`config.mk`:
```
export PLATFORM = sky130hd
export DESIGN_NAME = dac_serial_tx_flat
export DESIGN_NICKNAME = d
export VERILOG_FILES = /design/src/rtl/dac_serial_tx_pkg.sv /design/src/rtl/dac_serial_tx_if.sv /design/src/rtl/dac_serial_tx_tick_gen.sv /design/src/rtl/dac_serial_tx.sv /design/src/flat_wrapper.sv
export SDC_FILE = /design/constraint.sdc
export NUM_CORES = 1
export LEC_CHECK = 0
export BUFFER_PORTS_ARGS = -buffer_cell sky130_fd_sc_hd__buf_4
export CAP_MARGIN = 40
export CORE_UTILIZATION = 50
export CTS_BUF_LIST = sky130_fd_sc_hd__clkbuf_16
export DETAILED_ROUTE_END_ITERATION = 16
export GPL_TIMING_DRIVEN = 0
export PLACE_DENSITY = 0.7
export SYNTH_ARGS = -nofsm -noshare
export SYNTH_HDL_FRONTEND = slang
export SYNTH_HIERARCHICAL = 1
export SYNTH_SLANG_ARGS = --single-unit
```
`constraint.sdc`:
```
create_clock -name iclk -period 4.1 [get_ports iclk]
set_clock_uncertainty 0.15 [all_clocks]
set_input_delay 0.615 -clock iclk [delete_from_list [all_inputs] [get_ports iclk]]
set_output_delay 0.615 -clock iclk [all_outputs]
set_load 0.005 [all_outputs]
```
`src/rtl/dac_serial_tx_pkg.sv`:
```
// dac_tx_pkg: shared FSM encoding and counter sizing for the DAC serial transmitter
package dac_tx_pkg;
  typedef enum logic [2:0] {IDLE, READ, LOAD, SHIFT, SYNC_HI, LDAC} state_t;
  localparam int UNDERRUN_CNT_W = 16;
  function automatic int cnt_w(input int n);
    return (n < 2) ? 1 : $clog2(n);
  endfunction
endpackage

```
`src/rtl/dac_serial_tx_if.sv`:
```
// dac_serial_tx_if: FIFO read side plus DAC serial pins and status of the transmitter
interface dac_serial_tx_if #(parameter int pDAC_DW = 24);
  import dac_tx_pkg::*;
  logic                      fifo_empty;
  logic                      fifo_read;
  logic [pDAC_DW-1:0]        fifo_read_data;
  logic                      dac_sync_n;
  logic                      dac_sclk;
  logic                      dac_sdi;
  logic                      dac_ldac_n;
  logic                      busy;
  logic [UNDERRUN_CNT_W-1:0] underrun_cnt;
  logic                      overrun;
  modport slave (
    input  fifo_empty, fifo_read_data,
    output fifo_read, dac_sync_n, dac_sclk, dac_sdi, dac_ldac_n, busy, underrun_cnt, overrun
  );
  modport master (
    output fifo_empty, fifo_read_data,
    input  fifo_read, dac_sync_n, dac_sclk, dac_sdi, dac_ldac_n, busy, underrun_cnt, overrun
  );
endinterface

```
`src/rtl/dac_serial_tx_tick_gen.sv`:
```
// dac_tx_tick_gen: sample-period down-counter emitting a one-cycle tick while enabled
module dac_tx_tick_gen import dac_tx_pkg::*; #(
  parameter int pSAMPLE_PERIOD = 128
) (
  input  logic iclk,
  input  logic irst,
  input  logic ien,
  output logic o_tick
);
  localparam int TICK_W = cnt_w(pSAMPLE_PERIOD);
  localparam logic [TICK_W-1:0] RELOAD = TICK_W'(pSAMPLE_PERIOD - 1);
  logic [TICK_W-1:0] r_cnt;
  assign o_tick = ien && (r_cnt == '0);
  // count down to zero and reload; parked at the reload value while disabled
  always_ff @(posedge iclk or posedge irst)
    if (irst) r_cnt <= RELOAD;
    else r_cnt <= (!ien || r_cnt == '0) ? RELOAD : r_cnt - 1'b1;
endmodule

```
`src/rtl/dac_serial_tx.sv`:
```
// dac_serial_tx: pops one FIFO sample per tick and shifts it MSB-first to an SPI-style DAC
module dac_serial_tx import dac_tx_pkg::*; #(
  parameter int                 pDAC_DW        = 24,
  parameter int                 pCLK_DIV       = 2,
  parameter int                 pSAMPLE_PERIOD = 128,
  parameter logic [pDAC_DW-1:0] pIDLE_CODE     = '0
) (
  input logic iclk,
  input logic irst,
  input logic ien,
  dac_serial_tx_if.slave bus
);
  localparam int DIV_W = cnt_w(2 * pCLK_DIV);
  localparam int BIT_W = cnt_w(pDAC_DW);
  localparam logic [DIV_W-1:0] HALF     = DIV_W'(pCLK_DIV);
  localparam logic [DIV_W-1:0] LAST_PH  = DIV_W'(2 * pCLK_DIV - 1);
  localparam logic [DIV_W-1:0] HOLD_END = DIV_W'(pCLK_DIV - 1);
  localparam logic [BIT_W-1:0] LAST_BIT = BIT_W'(pDAC_DW - 1);
  state_t                    r_state, w_next;
  logic                      w_tick, w_ph_end, r_udr, r_ovr;
  logic [DIV_W-1:0]          r_ph;
  logic [BIT_W-1:0]          r_bit;
  logic [pDAC_DW-1:0]        r_sh, r_last;
  logic [UNDERRUN_CNT_W-1:0] r_udr_cnt;
  dac_tx_tick_gen #(.pSAMPLE_PERIOD(pSAMPLE_PERIOD)) u_tick (
    .iclk(iclk), .irst(irst), .ien(ien), .o_tick(w_tick)
  );
  assign w_ph_end = (r_state == SHIFT) ? (r_ph == LAST_PH) : (r_ph == HOLD_END);
  // frame sequencing and pin decode; pins are pure functions of registered state so reset clears them at once
  always_comb begin
    w_next = r_state;
    unique case (r_state)
      IDLE:    w_next = w_tick ? READ : IDLE;
      READ:    w_next = LOAD;
      LOAD:    w_next = SHIFT;
      SHIFT:   w_next = (w_ph_end && r_bit == LAST_BIT) ? SYNC_HI : SHIFT;
      SYNC_HI: w_next = w_ph_end ? LDAC : SYNC_HI;
      LDAC:    w_next = w_ph_end ? IDLE : LDAC;
      default: w_next = IDLE;
    endcase
    bus.fifo_read    = (r_state == READ) && !r_udr;
    bus.dac_sync_n   = r_state != SHIFT;
    bus.dac_sclk     = !(r_state == SHIFT && r_ph >= HALF);
    bus.dac_sdi      = (r_state == SHIFT) && r_sh[pDAC_DW-1];
    bus.dac_ldac_n   = r_state != LDAC;
    bus.busy         = r_state != IDLE;
    bus.underrun_cnt = r_udr_cnt;
    bus.overrun      = r_ovr;
  end
  // state, SCLK phase, bit count and sample registers; phase restarts on every state change
  always_ff @(posedge iclk or posedge irst)
    if (irst) begin
      r_state <= IDLE;
      r_udr   <= 1'b0;
      r_ph    <= '0;
      r_bit   <= '0;
      r_sh    <= '0;
      r_last  <= pIDLE_CODE;
    end else begin
      r_state <= w_next;
      r_ph    <= (w_next != r_state || w_ph_end) ? '0 : r_ph + 1'b1;
      if (r_state == IDLE && w_tick) r_udr <= bus.fifo_empty;
      if (r_state == LOAD) begin
        r_sh  <= r_udr ? r_last : bus.fifo_read_data;
        r_bit <= '0;
      end else if (r_state == SHIFT && w_ph_end) begin
        r_sh  <= r_sh << 1;
        r_bit <= r_bit + 1'b1;
      end
      if (r_state == LOAD && !r_udr) r_last <= bus.fifo_read_data;
    end
  // saturating underrun count and sticky overrun for ticks that land mid-frame
  always_ff @(posedge iclk or posedge irst)
    if (irst) begin
      r_udr_cnt <= '0;
      r_ovr     <= 1'b0;
    end else begin
      if (w_tick && r_state == IDLE && bus.fifo_empty && r_udr_cnt != '1) r_udr_cnt <= r_udr_cnt + 1'b1;
      if (w_tick && r_state != IDLE) r_ovr <= 1'b1;
    end
endmodule
```
`src/flat_wrapper.sv`:
```
// flat-port wrapper written by rule: the top's interface ports become plain ports
module dac_serial_tx_flat import dac_tx_pkg::*;
#(
  parameter int                 pDAC_DW        = 24,
  parameter int                 pCLK_DIV       = 2,
  parameter int                 pSAMPLE_PERIOD = 128,
  parameter logic [pDAC_DW-1:0] pIDLE_CODE     = '0
)
  (iclk, irst, ien, bus_fifo_empty, bus_fifo_read_data, bus_fifo_read, bus_dac_sync_n, bus_dac_sclk, bus_dac_sdi, bus_dac_ldac_n, bus_busy, bus_underrun_cnt, bus_overrun);
  dac_serial_tx_if #(.pDAC_DW(pDAC_DW)) bus_i ();
  input logic iclk;
  input logic irst;
  input logic ien;
  input wire logic [$bits(bus_i.fifo_empty)-1:0] bus_fifo_empty;
  input wire logic [$bits(bus_i.fifo_read_data)-1:0] bus_fifo_read_data;
  output wire logic [$bits(bus_i.fifo_read)-1:0] bus_fifo_read;
  output wire logic [$bits(bus_i.dac_sync_n)-1:0] bus_dac_sync_n;
  output wire logic [$bits(bus_i.dac_sclk)-1:0] bus_dac_sclk;
  output wire logic [$bits(bus_i.dac_sdi)-1:0] bus_dac_sdi;
  output wire logic [$bits(bus_i.dac_ldac_n)-1:0] bus_dac_ldac_n;
  output wire logic [$bits(bus_i.busy)-1:0] bus_busy;
  output wire logic [$bits(bus_i.underrun_cnt)-1:0] bus_underrun_cnt;
  output wire logic [$bits(bus_i.overrun)-1:0] bus_overrun;
  assign bus_i.fifo_empty = bus_fifo_empty;
  assign bus_i.fifo_read_data = bus_fifo_read_data;
  assign bus_fifo_read = bus_i.fifo_read;
  assign bus_dac_sync_n = bus_i.dac_sync_n;
  assign bus_dac_sclk = bus_i.dac_sclk;
  assign bus_dac_sdi = bus_i.dac_sdi;
  assign bus_dac_ldac_n = bus_i.dac_ldac_n;
  assign bus_busy = bus_i.busy;
  assign bus_underrun_cnt = bus_i.underrun_cnt;
  assign bus_overrun = bus_i.overrun;
  dac_serial_tx #(.pDAC_DW(pDAC_DW), .pCLK_DIV(pCLK_DIV), .pSAMPLE_PERIOD(pSAMPLE_PERIOD), .pIDLE_CODE(pIDLE_CODE)) u_core (.iclk(iclk), .irst(irst), .ien(ien), .bus(bus_i));
endmodule
```
==> impl_metrics.csv <==
group,metric,value,unit
synth,synth.most_common_cell,"dfrtp_1",
outcome,status,"complete, no violations",
grt,grt_pass1_vias,3022,
routing,drt-total-wl,8030,um
power,total_power,0.00179,W
timing,drv_slew,0,
synth,ys_async_sr_fraction,100,%
grt,grt-ovfl-total,0,
worst_setup_path,worstSetupPathType,"reg2reg",
timing,timing.final.hold_violations,0,
synth,synth-seq-cells,83,
layout,drive_gt1_share,26.0,%
synth,syn_nets,413,
floorplan,die_y,91.8,um
place,place_area,4560,sq um
synth,yosys.area.top_type_share,47.2,%
worst_setup_path,crit_family,"simple AND/OR/NAND/NOR gates",
layout,syn_to_final_growth,21.1,%
routing,dr.first_iter.drc_count,165,
cts,hold_buffers,0,
layout,layout.cells.non_filler,548,
place,dpl.hpwl,5700,um
cts,clock_sink_count,83,
floorplan,ioPinCount,51,
routing,num_vias,2971,
timing,period_share,69.2,%
layout,multi_input_area,1820,sq um
worst_setup_path,critPathBufInv,1,
cts,clockRootBuffer,"clkbuf_16",
floorplan,design.core.area,7770,sq um
synth,avgSynthCellArea,10.6,sq um
synth,synth_top_area_cell,"dfrtp_1",
timing,maxSlewHeadroom,50.4,%
cts,cts.path.max_buffers,2,
cts,ctsResizeCount,0,
cts,cts_tree,"yes",
worst_setup_path,cp-start-kind,"register",
cts,path_clk_slew,60,ps
place,io_buffers,50,
routing,wire_per_inst,14.7,um
power,leakagePower,2.14,nW
job,max_cap_violations,0,
worst_setup_path,path_cells,"inv_1 -> ha_1 -> nor3b_1 -> and3_2 -> or4b_4 -> nor3_1 -> nand3b_1 -> xnor2_1",
cts,cts_max_level,3,
layout,fill_cells,652,
routing,drc_errors,0,
routing,firstDrtPassIters,4,
synth,synth_top_flop_cell,"dfrtp_1",
floorplan,die_width,91.8,um
layout,antenna_cells,0,
synth,synth_common_cells,"dfrtp_1 (76), nand2_1 (54), o21ai_0 (44)",
timing,fin_setup_tns,0,ps
cts,insertion_delay,330,ps
timing,period_needed,2840,ps
grt,grt_max_degree,48,
synth,synth_warnings,6,
cts,numCtsBuffers,9,
floorplan,start_util,51.9,%
place,place.gp.congestion,0.803,
synth,synth_cell_types,47,
power,powerDensity,366,nW/um^2
layout,final-seq-area,2090,sq um
layout,design_area,4880,sq um
worst_setup_path,critPathMaxFanout,5,
floorplan,row_count,32,
timing,finalSetupViolations,0,
synth,seq_area_frac_synth,51.8,%
grt,grt_pass1_wl,13900,um
timing,clock.fmax,352,MHz
worst_setup_path,worst_setup_path_end_kind,"register",
timing,rsz0062_at_grt,"no",
timing,tightest_slew,745,ps
routing,viasPerCell,5.42,
floorplan,dieArea,8420,sq um
worst_setup_path,critPathSlowestCell,"or4b_4",
worst_setup_path,slowest_delay,520,ps
synth,synth_cells,380,
synth,synth_area_leaders,"dfrtp_1 (47%), mux2_2 (7.0%), mux2i_1 (6.2%)",
routing,ant_nets,0,
grt,grt_usage,20.8,%
worst_setup_path,cp.arrival,2900,ps
synth,synth_area,4030,sq um
synth,synth_edf_count,0,
power,peakVddDrop,0.000246,V
worst_setup_path,worstPathRequired,4160,ps
layout,final_nets,475,
cts,cts_setup_buffers,0,
place,dp.cells,533,
worst_hold_path,hp-class,"in2async",
grt,antenna_found_initial,0,
## where the power goes
group / total [W] / internal (W) / switching [W] / leakage (nW)
logic: 0.0000779 / 0.0000409 / 0.0000370 / 0.973
clock network: 0.000854 / 0.000532 / 0.000322 / 0.152
registers: 0.000854 / 0.000842 / 0.0000123 / 1.01
## cell families (layout without fill, tap and decap cells)
group	count (synthesis)	after routing	synth area share, %
buffers and inverters	29	95	3.01
adders and majority gates	5	5	1.55
xor gates and xnor gates	21	21	4.57
DFF	83	83	51.8
AOI/OAI and AO/OA	69	69	9.81
muxes	50	50	13.2
and+or+nand+nor	123	123	16.1
## state kept, by name (all words and copies together) (netlist names)
name and cells:
u_core/bus.overrun 1, u_core/bus.underrun_cnt 16, u_core/r_bit 5, u_core/r_last 24, u_core/r_ph 2, u_core/r_sh 24, u_core/r_state 3, u_core/r_udr 1
u_core/u_tick/r_cnt 7
## final timing paths
check	cells past startpoint	start	slack (ps)	to
max in group asynchronous	3	irst	3100	u_core/r_sh[0]
hold reg to reg	1	u_core/bus.overrun	310	u_core/bus.overrun
hold / removal	2	irst	140	u_core/r_ph[1]
min in group iclk	1	u_core/bus.overrun	310	u_core/bus.overrun
setup / recovery	8	u_core/u_tick/r_cnt[0]	1260	u_core/bus.underrun_cnt[5]
setup reg to reg	8	u_core/u_tick/r_cnt[0]	1260	u_core/bus.underrun_cnt[5]
## layout by cell type (no fill, tap or decap), drive strengths merged, types with 2 or more instances in the layout
cell	count
nand2	54
a31oi	2
nor3b	4
and3	6
inv	14
a21oi	7
dfstp	7
bufinv	2
ha	5
o221ai	2
nor2b	5
nand3	8
dfrtp	76
nor3	9
nor4	4
a211oi	4
and4	2
nand3b	2
nor2	12
xnor2	16
o21ai	45
clkinv	2
mux2	25
nand4	11
xor2	5
mux2i	25
buf	58
o21a	2
clkbuf	18
## per-layer routing
layer  routed length [um]  global-route usage, %  vias up
met5                    0                      0        -
met4                  123                   8.07        0
met3                  262                   3.23       11
met2                 3940                   35.0       51
met1                 3710                   27.1     1444
li1                     -                      -     1465
## layout make-up
cell class / instances / share of cell area (%)
flip-flops and latches: 83 / 42.8
repair buffers: 51 / 8.26
clock buffers: 9 / 4.62
well taps: 102 / 2.62
clock inverters: 6 / 1.85
multi-input cells: 268 / 37.4
plain buffers: 16 / 1.49
inverters: 13 / 1.05
## metrics by stage
| step | util, % | worst slack (ps) | hold WS (ps) |
|---|---|---|---|
| global route | 62.8 | 1060 | 174 |
| CTS | 62.8 | 1300 | 150 |
| global placement | 58.3 | 385 | 290 |
| finish | 62.8 | 1260 | 143 |
| floorplan | - | 1400 | 286 |
| detailed placement | 58.7 | 1330 | 303 |
(Power assumes the default switching activity.)
